### src/rtl/dram_port_arbiter.sv
`default_nettype none
// ============================================================================
// Module      : dram_port_arbiter
// Description : Round-robin sharing of one MIG UI wrapper between an I-side
//               and a D-side requester, with in-order read-return routing.
// Revision    : 1.0 - initial release
// ============================================================================
module dram_port_arbiter #(
    parameter int ADDR_WIDTH = 28,
    parameter int DATA_WIDTH = 128,
    parameter int MASK_WIDTH = 16,
    parameter int TAG_DEPTH  = 8
) (
    input  logic                  clk,
    input  logic                  i_rst,
    input  logic                  i_p0_req,
    input  logic                  i_p0_we,
    input  logic [ADDR_WIDTH-1:0] i_p0_addr,
    input  logic [DATA_WIDTH-1:0] i_p0_wdata,
    input  logic [MASK_WIDTH-1:0] i_p0_mask,
    output logic                  o_p0_ack,
    output logic [DATA_WIDTH-1:0] o_p0_rdata,
    output logic                  o_p0_rvalid,
    input  logic                  i_p1_req,
    input  logic                  i_p1_we,
    input  logic [ADDR_WIDTH-1:0] i_p1_addr,
    input  logic [DATA_WIDTH-1:0] i_p1_wdata,
    input  logic [MASK_WIDTH-1:0] i_p1_mask,
    output logic                  o_p1_ack,
    output logic [DATA_WIDTH-1:0] o_p1_rdata,
    output logic                  o_p1_rvalid,
    output logic                  o_dram_rd_en,
    output logic                  o_dram_wr_en,
    output logic [ADDR_WIDTH-1:0] o_dram_addr,
    output logic [DATA_WIDTH-1:0] o_dram_data,
    output logic [MASK_WIDTH-1:0] o_dram_mask,
    input  logic [DATA_WIDTH-1:0] i_dram_data,
    input  logic                  i_dram_data_valid,
    input  logic                  i_dram_ready,
    input  logic                  i_dram_wdf_ready,
    input  logic                  i_init_calib_complete,
    output logic                  o_busy,
    output logic                  o_err
);

    localparam int c_PTR_W = $clog2(TAG_DEPTH);
    localparam int c_CNT_W = c_PTR_W + 1;
    localparam logic [c_CNT_W-1:0] c_DEPTH = c_CNT_W'(TAG_DEPTH);

    localparam logic [1:0] c_ST_CALIB = 2'd0;
    localparam logic [1:0] c_ST_ARB   = 2'd1;
    localparam logic [1:0] c_ST_ISSUE = 2'd2;

    logic [1:0]            r_state;
    logic [1:0]            w_state_nxt;
    logic                  r_prio;        // 0: port 0 wins a tie, 1: port 1 wins
    logic                  r_cmd_we;
    logic [ADDR_WIDTH-1:0] r_cmd_addr;
    logic [DATA_WIDTH-1:0] r_cmd_data;
    logic [MASK_WIDTH-1:0] r_cmd_mask;

    logic [TAG_DEPTH-1:0]  r_tag;
    logic [c_PTR_W-1:0]    r_wr_ptr;
    logic [c_PTR_W-1:0]    r_rd_ptr;
    logic [c_CNT_W-1:0]    r_count;

    logic [DATA_WIDTH-1:0] r_rdata;
    logic                  r_p0_rvalid;
    logic                  r_p1_rvalid;
    logic                  r_err;

    logic                  w_wr_ok;
    logic                  w_rd_ok;
    logic                  w_elig0;
    logic                  w_elig1;
    logic                  w_ack0;
    logic                  w_ack1;
    logic                  w_grant;
    logic                  w_sel_we;
    logic                  w_push;
    logic                  w_pop;
    logic                  w_fifo_empty;
    logic                  w_head;

    assign w_fifo_empty = (r_count == '0);
    assign w_wr_ok      = i_dram_ready & i_dram_wdf_ready;
    assign w_rd_ok      = i_dram_ready & (r_count != c_DEPTH);
    assign w_elig0      = i_p0_req & (i_p0_we ? w_wr_ok : w_rd_ok);
    assign w_elig1      = i_p1_req & (i_p1_we ? w_wr_ok : w_rd_ok);

    always_comb begin
        w_state_nxt = r_state;
        w_ack0      = 1'b0;
        w_ack1      = 1'b0;
        case (r_state)
            c_ST_CALIB: begin
                if (i_init_calib_complete) begin
                    w_state_nxt = c_ST_ARB;
                end
            end
            c_ST_ARB: begin
                if (w_elig0 | w_elig1) begin
                    w_state_nxt = c_ST_ISSUE;
                    if (w_elig0 & (~w_elig1 | ~r_prio)) begin
                        w_ack0 = 1'b1;
                    end else begin
                        w_ack1 = 1'b1;
                    end
                end
            end
            c_ST_ISSUE: begin
                w_state_nxt = c_ST_ARB;
            end
            default: begin
                w_state_nxt = c_ST_CALIB;
            end
        endcase
    end

    assign w_grant  = w_ack0 | w_ack1;
    assign w_sel_we = w_ack1 ? i_p1_we : i_p0_we;
    assign w_push   = w_grant & ~w_sel_we;
    assign w_pop    = i_dram_data_valid & ~w_fifo_empty;
    assign w_head   = r_tag[r_rd_ptr];

    always_ff @(posedge clk) begin
        if (i_rst) begin
            r_state <= c_ST_CALIB;
        end else begin
            r_state <= w_state_nxt;
        end
    end

    // Command latch and round-robin pointer
    always_ff @(posedge clk) begin
        if (i_rst) begin
            r_prio     <= 1'b0;
            r_cmd_we   <= 1'b0;
            r_cmd_addr <= '0;
            r_cmd_data <= '0;
            r_cmd_mask <= '0;
        end else if (w_grant) begin
            r_prio     <= ~w_ack1;
            r_cmd_we   <= w_sel_we;
            r_cmd_addr <= w_ack1 ? i_p1_addr  : i_p0_addr;
            r_cmd_data <= w_ack1 ? i_p1_wdata : i_p0_wdata;
            r_cmd_mask <= w_ack1 ? i_p1_mask  : i_p0_mask;
        end
    end

    // In-order tag FIFO holding the requester ID of each outstanding read
    always_ff @(posedge clk) begin
        if (i_rst) begin
            r_tag    <= '0;
            r_wr_ptr <= '0;
            r_rd_ptr <= '0;
            r_count  <= '0;
        end else begin
            if (w_push) begin
                r_tag[r_wr_ptr] <= w_ack1;
                r_wr_ptr        <= r_wr_ptr + 1'b1;
            end
            if (w_pop) begin
                r_rd_ptr <= r_rd_ptr + 1'b1;
            end
            case ({w_push, w_pop})
                2'b10:   r_count <= r_count + 1'b1;
                2'b01:   r_count <= r_count - 1'b1;
                default: r_count <= r_count;
            endcase
        end
    end

    always_ff @(posedge clk) begin
        if (i_rst) begin
            r_rdata     <= '0;
            r_p0_rvalid <= 1'b0;
            r_p1_rvalid <= 1'b0;
            r_err       <= 1'b0;
        end else begin
            r_p0_rvalid <= w_pop & ~w_head;
            r_p1_rvalid <= w_pop & w_head;
            if (w_pop) begin
                r_rdata <= i_dram_data;
            end
            // A beat with nothing outstanding cannot be routed; flag it forever
            if (i_dram_data_valid & w_fifo_empty) begin
                r_err <= 1'b1;
            end
        end
    end

    assign o_p0_ack     = w_ack0;
    assign o_p1_ack     = w_ack1;
    assign o_p0_rdata   = r_rdata;
    assign o_p1_rdata   = r_rdata;
    assign o_p0_rvalid  = r_p0_rvalid;
    assign o_p1_rvalid  = r_p1_rvalid;
    assign o_dram_rd_en = (r_state == c_ST_ISSUE) & ~r_cmd_we;
    assign o_dram_wr_en = (r_state == c_ST_ISSUE) & r_cmd_we;
    assign o_dram_addr  = r_cmd_addr;
    assign o_dram_data  = r_cmd_data;
    assign o_dram_mask  = r_cmd_mask;
    assign o_busy       = ~w_fifo_empty | (r_state == c_ST_ISSUE);
    assign o_err        = r_err;

endmodule
`default_nettype wire
### config.mk
export PLATFORM = sky130hd
export DESIGN_NAME = dram_port_arbiter
export DESIGN_NICKNAME = d
export VERILOG_FILES = /design/src/rtl/dram_port_arbiter.sv
export SDC_FILE = /design/constraint.sdc
export NUM_CORES = 1
export LEC_CHECK = 0
export CAP_MARGIN = 10
export CORE_AREA = 2 2 355 357
export DETAILED_ROUTE_END_ITERATION = 16
export DIE_AREA = 0 0 357 359
export MAX_ROUTING_LAYER = met4
export SLEW_MARGIN = 20
export SYNTH_ARGS = -nofsm -noshare
export SYNTH_HDL_FRONTEND = slang
export SYNTH_SLANG_ARGS = --single-unit
### constraint.sdc
create_clock -name clk -period 11.31 [get_ports clk]
set_clock_uncertainty 0.1 [all_clocks]
set_input_delay 3.393 -clock clk [delete_from_list [all_inputs] [get_ports clk]]
set_output_delay 3.393 -clock clk [all_outputs]
set_load 0.05 [all_outputs]
==> summary.md <==
| Metric | Value |
|---|---|
| Proportion of synthesized chip area in sequential cells | `0.455` |
| Flop pwr share | `0.306` |
| Io pins | `918` |
| Max Cap Violations | `0` |
| DRT iter0 DRCs | `1,090` |
| Core area | `125,000 um2` |
| Post-route design area | `25,500 um2` |
| Final cell count without fillers | `4,177` |
| Worst skew pair latency | `610 ps` |
| Placer Congestion | `0.878` |
| Die Width | `roughly 360 um` |
| CTS buffer count | `42` |
| CTS tree | `built` |
| Mapped Nets | `2,283` |
| Final Hold Fails | `0` |
| TritonRoute pass-1 iters | `6` |
| H-tree depth | `2` |
| Post-Route WL | `approximately 87,000 um` |
| Placement Cell Area | `24,100 um2` |
| CP Class | `in2out` |
| Status | `completed` |
| Final Slew Violations | `0` |
| Largest net degree at the start of global routing | `113` |
| Clock power frac | `0.316` |
| Relative max-transition margin | `0.349` |
| Post-synth EDFFs | `0` |
| Cts repair resizes | `0` |
| FFs w/ async S/R, synth | `0` |
| Commonest non-fill, non-tap cell in the layout | `clkdlybuf4s50_1` |
| Netlist cell types | `50` |
| Setup crit start kind | `input pin` |
| Initial antenna violation count | `9` |
| Period Utilization, post-route | `0.846` |
| Storage element area | `6510 um2` |
| Nets | `2,985` |
| Slew at the pin closest to its max-slew limit | `977 ps` |
| FP Rows | `130` |
| TritonCTS Sinks | `approximately 330` |
| Synth Instances | `1,796` |
| Post-route ant nets | `0` |
| WP data arrival | `a little over 6000 ps` |
| Reg clk slew, reported paths | `~50 ps` |
| Sw Pwr | `between 1500 and 2000 uW` |
| # hold bufs at CTS | `0` |
| Final min period | `9560 ps` |
| Initial core utilization | `0.115` |
| Fmax | `105 MHz` |
| P per Cell Area | `approximately 180 nW/um2` |
| Share of cells above drive strength 1 | `0.0492` |
| Post CTS Setup Buffer Count | `0` |
| Placed cell count | `4,104` |
| RSZ-0062 raised after global routing | `no` |
| Hpwl dp | `about 70,000 um` |
| Global route overflow | `0` |
| Die area | `128,000 um2` |
| CP max FO | `7` |
| Maximum buffer depth of the clock tree | `3` |
| Area growth, synth to finish | `78.1%` |
| Setup Total Neg Slack | `0 ps` |
| Area of the multi-input gates | `between 6000 and 7000 um2` |
| Logic pwr share | `0.377` |
| Min Hold Slack | `371 ps` |
| Netlist Area Pre-Place | `roughly 14,000 um2` |
| Vias | `15,100` |
| Crit end category | `output port` |
| Clock root buffer | `clkbuf_16` |
| Setup ws final | `1750 ps` |
| HP Class | `reg2reg` |
| Most frequent cells in the layout | `clkdlybuf4s50_1, nand2_1, dfxtp_1, nor2_1, a311oi_1` |
| WP data required | `7820 ps` |
| Switching Fraction | `0.402` |
| VDD IR max | `0.000125 V` |
| DR WL/cell | `20.8 um` |
| DR DRC count | `0` |
| Total GRT Usage | `0.133` |
| Fillers | `13,800` |
| Pleak | `0.00849 uW` |
| Port Buffers | `just over 900` |
| First-pass GRT wire length | `about 120,000 um` |
| Placement Setup Slack | `1750 ps` |
| Post-DR vias/cell | `3.62` |
| Die Ht | `approximately 360 um` |
| Internal power | `2670 uW` |
| Number of global-route vias before repair | `roughly 15,000` |
| Synth Area per Inst | `a little under 8 um2` |
| Synth Register Bits | `325` |
| Post-synth top flop | `dfxtp_1` |
| Final setup fails | `0` |
| Yosys warns | `0` |
[power groups by stage]
stage | sequential, uW | combinational [uW] | clock [uW]
2_1_floorplan | 1740 | 681 | 0
3_3_place_gp | 1390 | 1700 | 0
3_5_place_dp | 1390 | 1710 | 0
4_1_cts | 1370 | 1710 | 1480
5_1_grt | 1380 | 1770 | 1510
6_report | 1370 | 1680 | 1410
[logic make-up after synthesis]
| logic type | share of synthesized area |
|---|---|
| AO/OA/AOI/OAI | 0.179 |
| XOR/XNOR | 0.00306 |
| AND/OR/NAND/NOR | 0.231 |
| buffers and inverters | 0.117 |
| multiplexers | 0.0102 |
| flip-flops | 0.455 |
| adder cells (fa/ha/maj) | 0.00438 |
[path summary, 6_finish.rpt]
kind / start / endpoint / slack (ps) / cells past startpoint
hold / removal: o_p0_rdata[1] / o_p0_rdata[1] / 370 / 2
setup reg to reg: r_count[1] / o_dram_data[33] / 7270 / 8
hold reg to reg: o_p0_rdata[1] / o_p0_rdata[1] / 370 / 2
setup / recovery: i_p0_req / o_p1_ack / 1750 / 6
[flip-flops by register name, indices dropped and copies added, names as in the netlist, 2 cells and up]
register / count
r_count: 4
r_rd_ptr: 3
o_p0_rdata: 128
r_tag: 8
o_dram_mask: 16
r_wr_ptr: 3
o_dram_addr: 28
o_dram_data: 128
r_state: 2
[layer usage]
layer / GRT usage / vias to the layer above / wire length, um / part of all wire
met1: 0.168 / 7086 / 38700 / 0.44
met4: 0.0302 / 0 / 1930 / 0.022
met5: - / - / 0 / 0
met2: 0.207 / 617 / 39100 / 0.45
met3: 0.0418 / 77 / 7400 / 0.085
li1: - / 7348 / - / -
[synthesized netlist by cell type, types with 2 or more instances]
library cell,count,area [um2]
nand2_1,608,2280
dfxtp_1,325,6510
nor2_1,188,706
buf_4,152,1140
a311oi_1,140,1230
a21oi_1,135,676
clkbuf_1,91,342
a311oi_2,33,495
buf_2,28,140
nand2b_1,12,75.1
mux2i_1,10,100
nand4_1,6,37.5
nor2b_1,6,37.5
ha_1,5,62.6
nand3_1,5,25.0
inv_1,4,15.0
xor2_1,4,35.0
buf_1,3,11.3
nor3_1,3,15.0
o21ai_0,3,15.0
and2_1,2,12.5
buf_6,2,22.5
mux4_2,2,45.0
nor4bb_1,2,20.0
o21a_1,2,15.0
[stage by stage]
step                      total power, uW  utilization
final                                4460        0.204
after global routing                 4670        0.204
after CTS                            4560        0.204
after detailed placement             3100        0.193
after global placement               3090        0.193
after floorplan                      2420            -
[cell type report]
class	instances	share of cell area
repair buffers	934	0.366
flip-flops and latches	325	0.256
multi-input cells	1190	0.241
well taps	1650	0.0811
clock buffers	55	0.0456
clock inverters	12	0.00885
inverters	5	0.000836
diodes	6	0.000590
[worst max-delay path, cell delays in order]
cell and delay, ps:
clkdlybuf4s50_1 640, nor2b_1 200, o311ai_1 210, a21oi_4 210, and2_1 480, clkdlybuf4s50_1 920
Power figures use the tool's default switching activity.
